[src/rtl/fxp_pkg.sv]
// Shared fixed-point helpers for the decoder front end: state encoding,
// saturation bounds and the wide-accumulator to BITSIZE conversion.
package fxp_pkg;

  localparam int unsigned FRAC_BITS_DEF = 12;
  localparam int unsigned WIDE_W        = 128;

  typedef logic signed [WIDE_W-1:0] wide_t;

  typedef enum logic [1:0] {
    S_LOAD,
    S_MAC,
    S_OUT
  } state_t;

  function automatic wide_t sat_max(input int unsigned bitsize);
    return (wide_t'(1) <<< (bitsize - 1)) - wide_t'(1);
  endfunction

  function automatic wide_t sat_min(input int unsigned bitsize);
    return -(wide_t'(1) <<< (bitsize - 1));
  endfunction

  // Floor the accumulator by frac_bits, then clamp to the signed bitsize range.
  function automatic wide_t sat_trunc(input wide_t       acc,
                                      input int unsigned bitsize,
                                      input int unsigned frac_bits);
    wide_t y;
    y = acc >>> frac_bits;
    if (y > sat_max(bitsize)) begin
      y = sat_max(bitsize);
    end else if (y < sat_min(bitsize)) begin
      y = sat_min(bitsize);
    end
    return y;
  endfunction

endpackage

[src/rtl/fxp_mac_unit.sv]
// Two-stage multiply-accumulate: registered product (or bias scaled to the
// product's binary point), then accumulation into a non-overflowing register.
module fxp_mac_unit #(
  parameter int unsigned BITSIZE   = 20,
  parameter int unsigned FRAC_BITS = 12,
  parameter int unsigned ACC_W     = 43
) (
  input  logic                    clk,
  input  logic                    reset,
  input  logic                    clr,
  input  logic                    en,
  input  logic                    bias_sel,
  input  logic signed [BITSIZE-1:0] a,
  input  logic signed [BITSIZE-1:0] b,
  output logic signed [ACC_W-1:0]   acc
);

  localparam int unsigned PW = 2 * BITSIZE;

  logic signed [PW-1:0]    prod;
  logic signed [PW-1:0]    prod_d;
  logic                    prod_vld;
  logic signed [ACC_W-1:0] acc_q;

  always_comb begin
    prod_d = bias_sel ? (PW'(b) <<< FRAC_BITS) : (PW'(a) * PW'(b));
  end

  always_ff @(posedge clk) begin
    if (reset || clr) begin
      prod     <= '0;
      prod_vld <= 1'b0;
      acc_q    <= '0;
    end else begin
      prod_vld <= en;
      if (en) begin
        prod <= prod_d;
      end
      acc_q <= acc;
    end
  end

  // Exposes the sum including the pending product so the final term can be
  // saturated and registered in the same cycle it is accumulated.
  assign acc = prod_vld ? (acc_q + ACC_W'(prod)) : acc_q;

endmodule

[src/rtl/latent_dense_seq.sv]
// Sequential dense layer after the reparameterisation stage: buffers N_IN
// latent samples, then streams N_OUT saturated neuron outputs.
// Optional build macro DEC_RELU_EN clamps negative outputs to zero.
module latent_dense_seq
  import fxp_pkg::*;
#(
  parameter int unsigned BITSIZE   = 20,
  parameter int unsigned FRAC_BITS = FRAC_BITS_DEF,
  parameter int unsigned N_IN      = 8,
  parameter int unsigned N_OUT     = 16
) (
  input  logic                                 clk,
  input  logic                                 reset,
  input  logic                                 in_valid,
  input  logic [BITSIZE-1:0]                   in_data,
  output logic                                 in_ready,
  output logic [$clog2(N_OUT*(N_IN+1))-1:0]    w_addr,
  input  logic [BITSIZE-1:0]                   w_data,
  output logic                                 out_valid,
  input  logic                                 out_ready,
  output logic [BITSIZE-1:0]                   out_data,
  output logic                                 out_last
);

  localparam int unsigned ACC_W = 2 * BITSIZE + $clog2(N_IN + 1);
  localparam int unsigned IW    = (N_IN > 1) ? $clog2(N_IN) : 1;
  localparam int unsigned CW    = $clog2(N_IN + 3);
  localparam int unsigned JW    = (N_OUT > 1) ? $clog2(N_OUT) : 1;

  localparam logic [IW-1:0] I_LAST = IW'(N_IN - 1);
  localparam logic [CW-1:0] C_NIN  = CW'(N_IN);
  localparam logic [CW-1:0] C_BIAS = CW'(N_IN + 1);
  localparam logic [CW-1:0] C_DONE = CW'(N_IN + 2);
  localparam logic [JW-1:0] J_LAST = JW'(N_OUT - 1);

  state_t state, state_nxt;

  logic [IW-1:0]             i_cnt;
  logic [CW-1:0]             c_cnt;
  logic [JW-1:0]             j_cnt;
  logic signed [BITSIZE-1:0] z_buf [N_IN];
  logic [IW-1:0]             k_idx;
  logic signed [BITSIZE-1:0] z_sel;
  logic                      load_last;
  logic                      out_fire;
  logic                      mac_clr;
  logic                      mac_en;
  logic                      mac_bias;
  logic signed [ACC_W-1:0]   acc;
  logic [BITSIZE-1:0]        y_out;

  assign in_ready  = (state == S_LOAD);
  assign load_last = in_ready & in_valid & (i_cnt == I_LAST);
  assign out_fire  = (state == S_OUT) & out_ready;
  assign mac_clr   = load_last | out_fire;
  assign mac_en    = (state == S_MAC) & (c_cnt != '0) & (c_cnt <= C_BIAS);
  assign mac_bias  = (c_cnt == C_BIAS);

  // Coefficient for address k arrives one cycle later, so z is indexed by c-1.
  always_comb begin
    k_idx = IW'(c_cnt - CW'(1));
    z_sel = '0;
    if ((c_cnt != '0) && (c_cnt <= C_NIN)) begin
      z_sel = z_buf[k_idx];
    end
  end

  always_comb begin
    y_out = BITSIZE'(sat_trunc(wide_t'(acc), BITSIZE, FRAC_BITS));
`ifdef DEC_RELU_EN
    if (y_out[BITSIZE-1]) begin
      y_out = '0;
    end
`endif
  end

  fxp_mac_unit #(
    .BITSIZE  (BITSIZE),
    .FRAC_BITS(FRAC_BITS),
    .ACC_W    (ACC_W)
  ) u_mac (
    .clk     (clk),
    .reset   (reset),
    .clr     (mac_clr),
    .en      (mac_en),
    .bias_sel(mac_bias),
    .a       (z_sel),
    .b       (w_data),
    .acc     (acc)
  );

  always_ff @(posedge clk) begin
    if (reset) begin
      state <= S_LOAD;
    end else begin
      state <= state_nxt;
    end
  end

  always_comb begin
    state_nxt = state;
    unique case (state)
      S_LOAD: if (load_last) state_nxt = S_MAC;
      S_MAC:  if (c_cnt == C_DONE) state_nxt = S_OUT;
      S_OUT:  if (out_ready) state_nxt = (j_cnt == J_LAST) ? S_LOAD : S_MAC;
      default: state_nxt = S_LOAD;
    endcase
  end

  always_ff @(posedge clk) begin
    if (reset) begin
      i_cnt     <= '0;
      c_cnt     <= '0;
      j_cnt     <= '0;
      w_addr    <= '0;
      out_valid <= 1'b0;
      out_last  <= 1'b0;
      out_data  <= '0;
      for (int unsigned n = 0; n < N_IN; n++) begin
        z_buf[IW'(n)] <= '0;
      end
    end else begin
      unique case (state)
        S_LOAD: begin
          if (in_valid) begin
            z_buf[i_cnt] <= in_data;
            i_cnt        <= load_last ? '0 : i_cnt + 1'b1;
          end
        end
        S_MAC: begin
          if (c_cnt < C_NIN) begin
            w_addr <= w_addr + 1'b1;
          end
          if (c_cnt == C_DONE) begin
            out_data  <= y_out;
            out_valid <= 1'b1;
            out_last  <= (j_cnt == J_LAST);
          end else begin
            c_cnt <= c_cnt + 1'b1;
          end
        end
        S_OUT: begin
          if (out_ready) begin
            out_valid <= 1'b0;
            out_last  <= 1'b0;
            c_cnt     <= '0;
            if (j_cnt == J_LAST) begin
              j_cnt  <= '0;
              i_cnt  <= '0;
              w_addr <= '0;
            end else begin
              j_cnt  <= j_cnt + 1'b1;
              // w_addr rests on this neuron's bias, so +1 is the next neuron's base.
              w_addr <= w_addr + 1'b1;
            end
          end
        end
        default: ;
      endcase
    end
  end

endmodule
[config.mk]
export PLATFORM = sky130hd
export DESIGN_NAME = latent_dense_seq
export DESIGN_NICKNAME = d
export VERILOG_FILES = /design/src/rtl/fxp_pkg.sv /design/src/rtl/fxp_mac_unit.sv /design/src/rtl/latent_dense_seq.sv
export SDC_FILE = /design/constraint.sdc
export NUM_CORES = 2
export LEC_CHECK = 0
export BUFFER_PORTS_ARGS = -buffer_cell sky130_fd_sc_hd__buf_2
export CORE_AREA = 2 2 234 236
export DETAILED_ROUTE_END_ITERATION = 7
export DIE_AREA = 0 0 236 238
export PLACE_DENSITY_LB_ADDON = 0.1
export SYNTH_ARGS = -nofsm -noshare
export SYNTH_HDL_FRONTEND = slang
export SYNTH_HIERARCHICAL = 1
export SYNTH_SLANG_ARGS = --single-unit
[constraint.sdc]
create_clock -name clk -period 29.3 [get_ports clk]
set_clock_uncertainty 0.15 [all_clocks]
set_input_delay 8.79 -clock clk [delete_from_list [all_inputs] [get_ports clk]]
set_output_delay 8.79 -clock clk [all_outputs]
set_load 0.02 [all_outputs]
==> metrics.txt <==
status=finished, final reports clean; Net Count, Synth=3747; # port buffers=74; main area contributors after synthesis=fa_1, edfxtp_1, and2_1, dfxtp_1, ha_1; post-synth cell types=82; sequential area share after synthesis=0.243; pin count of the biggest net entering global routing=62; Starting DRT DRC Count=1259; Avg Vias per Cell=5.55; commonest non-fill, non-tap cell in the layout=inv_1; share of cells above drive strength 1=0.0868; DP HPWL=54900 microns; Synth Register Bits=288; Final Instance Area=between 30000 and 40000 sq um; GR peak layer=met2; GPL Wtd Cong=~0.87; clk buf depth=3; clk slew on worst S/H paths=0.06 ns; top-area cell type share of the netlist area=0.278; critical path required time=29.57 ns; endpoints failing setup=0; number of remaining DRC errors=0; Leakage=about 15 nW; asr flop ratio synth=0; sequential cell area=7370 sq um; CP max-delay cell=fa_1; actual slew at the worst max-slew pin=approximately 1.3 ns; syn_area_per_cell=9.69 sq um; period utilization=0.539; met2 usage=0.511; H-Tree Depth=1; number of global-route vias before repair=23100; DRT Wirelength=around 74000 microns; core region area=between 50000 and 60000 sq um; Post-DP Area=31100 sq um; met3 GRT Util=0.0351; total power=0.879 mW; Total GRT Usage=0.280; max_cap viols=0; hold depth=2; total vias in the final route=21200; Layout area overhead=6.11%; first-pass GRT wire length=124000 microns; drt pass-1 iters=5; die area=approximately 56000 sq um; crit path time final=about 16 ns; clock sinks=288; Max VDD drop=0.0000602 V; Die Width=236 microns; Resized Gates After CTS=0; Post-synth EDFFs=160; post-cts hold buffer count=0; CTS root buf=clkbuf_16; Clock Latency Late Sink=0.58 ns; Multi-input gate area=20400 sq um; critical path arrival=16.06 ns; ys flop type=edfxtp_1; Setup TNS=0 ns; final core utilization=0.600; wire per inst=19.5 microns; Synth warnings=6; CTS tree=yes; Post-CTS Setup Repair Bufs=0; CTS buffer count=31; Critical Path Max Stage Delay=just under 0.6 ns; Initial Util=0.566; synthesized cell area=slightly above 30000 sq um; Slew HR=0.154; cells along the critical path=buf_2, inv_1, nor2_1, fa_1, fa_1, fa_1, fa_1, fa_1, fa_1, inv_1, fa_1, inv_1, ha_1, a21o_1, a31oi_1, o21ai_0, a21o_1, o311a_1, a311oi_2, o21ai_1, a21oi_1, mux2i_1, a21oi_1; max-slew violations=0; CP Launch Type=input pin; Setup Crit Path Kind=in2reg; FP Rows=85; Antenna Nets Post-Route=0; initial antenna violation count=6; Fin. Hold Viols=0; endpoint class of the critical path=flip-flop; Filler cells=about 4700; Critical Path Most Common Cell=fa_1; PwrDens=between 20 and 30 nW/um^2; FMAX=0.0633 GHz; R2R cell count=32; largest area contributor in the netlist=fa_1; Post-Synthesis Cells=3124; worst-path fanout max=16; RSZ-0062 raised after global routing=false; Die H=238 microns; grt total ovfl=0; io pins=75; grt met1 use=0.351; Worst Hold Class=reg2reg; Final #Nets=3710; most frequent cells in the layout=inv_1, and2_1, fa_1
-- logic make-up (layout without fill, tap and decap cells) --
kind of cell,Yosys count,in the layout,synth area share
AOI/OAI and AO/OA,393,393,0.0827
xor gates and xnor gates,91,91,0.0263
adders and majority gates,579,579,0.344
buffers and inverters,691,679,0.0869
DFF,288,288,0.243
muxes,78,78,0.0438
other,0,3,0
and+or+nand+nor,1004,1004,0.173
-- per-stage QoR --
| stage | setup WS [ns] | hold WS [ns] | std cells |
|---|---|---|---|
| CTS | 13.53 | 0.328 | 3808 |
| floorplan | 13.66 | 0.295 | 3124 |
| global placement | 13.08 | 0.294 | 3750 |
| detailed placement | 12.97 | 0.317 | 3750 |
| global route | 13.11 | 0.340 | 3808 |
| finish | 13.51 | 0.329 | 3811 |
-- final cells by class --
cell class              count  share of cell area
flip-flops and latches    288               0.229
clock inverters            14             0.00409
repair buffers            106              0.0190
clock buffers              44              0.0263
diodes                      3            0.000234
inverters                 515              0.0602
well taps                 696              0.0271
multi-input cells        2145               0.634
-- worst max-delay path: cells and delay by family --
family	cells	cell delay, ns
and+or+nand+nor	1	0.16
adders and majority gates	8	4.10
AOI/OAI and AO/OA	9	1.95
buffers and inverters	4	0.85
muxes	1	0.20
-- state kept, by name (all words and copies together), names as in the netlist --
| register | count |
|---|---|
| c_cnt | 4 |
| i_cnt | 3 |
| j_cnt | 4 |
| out_data | 20 |
| out_last | 1 |
| out_valid | 1 |
| state | 2 |
| u_mac/acc_q | 44 |
| u_mac/prod | 40 |
| u_mac/prod_vld | 1 |
| w_addr | 8 |
| z_buf | 160 |
-- path summary, 6_finish.rpt --
kind | startpoint | end | slack [ns]
setup / recovery | w_data[19] | u_mac/prod[39] | 13.51
hold / removal | out_valid | out_valid | 0.33
setup reg to reg | c_cnt[1] | u_mac/prod[39] | 20.11
hold reg to reg | out_valid | out_valid | 0.33
-- routing by layer --
metal  share of wire  vias up
met1            0.41    10700
met3           0.046      133
li1                -     9851
met2            0.52      490
met5         0.00032        -
met4           0.028        4
-- Yosys cell counts, drive strengths merged (3+ instances only) --
| cell | count |
|---|---|
| edfxtp | 160 |
| o21ai | 80 |
| fa | 421 |
| a21oi | 141 |
| o31ai | 10 |
| clkbuf | 151 |
| a211o | 4 |
| or2 | 14 |
| a31oi | 17 |
| o211ai | 7 |
| o21bai | 13 |
| xor2 | 25 |
| o2111ai | 3 |
| mux2i | 5 |
| o21a | 6 |
| nor4 | 7 |
| and3 | 10 |
| xnor2 | 66 |
| nor3 | 16 |
| a22oi | 8 |
| a31o | 3 |
| a21boi | 3 |
| nand2b | 31 |
| o31a | 3 |
| a221oi | 3 |
| and2 | 421 |
| a311oi | 4 |
| nor2 | 123 |
| nor2b | 19 |
| a21o | 33 |
| and3b | 3 |
| mux4 | 40 |
| buf | 25 |
| inv | 515 |
| dfxtp | 128 |
| nand4 | 16 |
| a211oi | 37 |
| nand3 | 22 |
| a32oi | 3 |
| or3 | 10 |
| mux2 | 33 |
| nand2 | 297 |
| ha | 158 |
-- report_power, final --
part,total (mW),switching (mW),internal [mW],leakage [nW]
Combinational,0.0607,0.0423,0.0183,11.8
Sequential,0.439,0.00279,0.436,2.69
Clock,0.379,0.162,0.218,0.467
Total,0.879,0.207,0.672,15.0
Power figures use the tool's default switching activity.
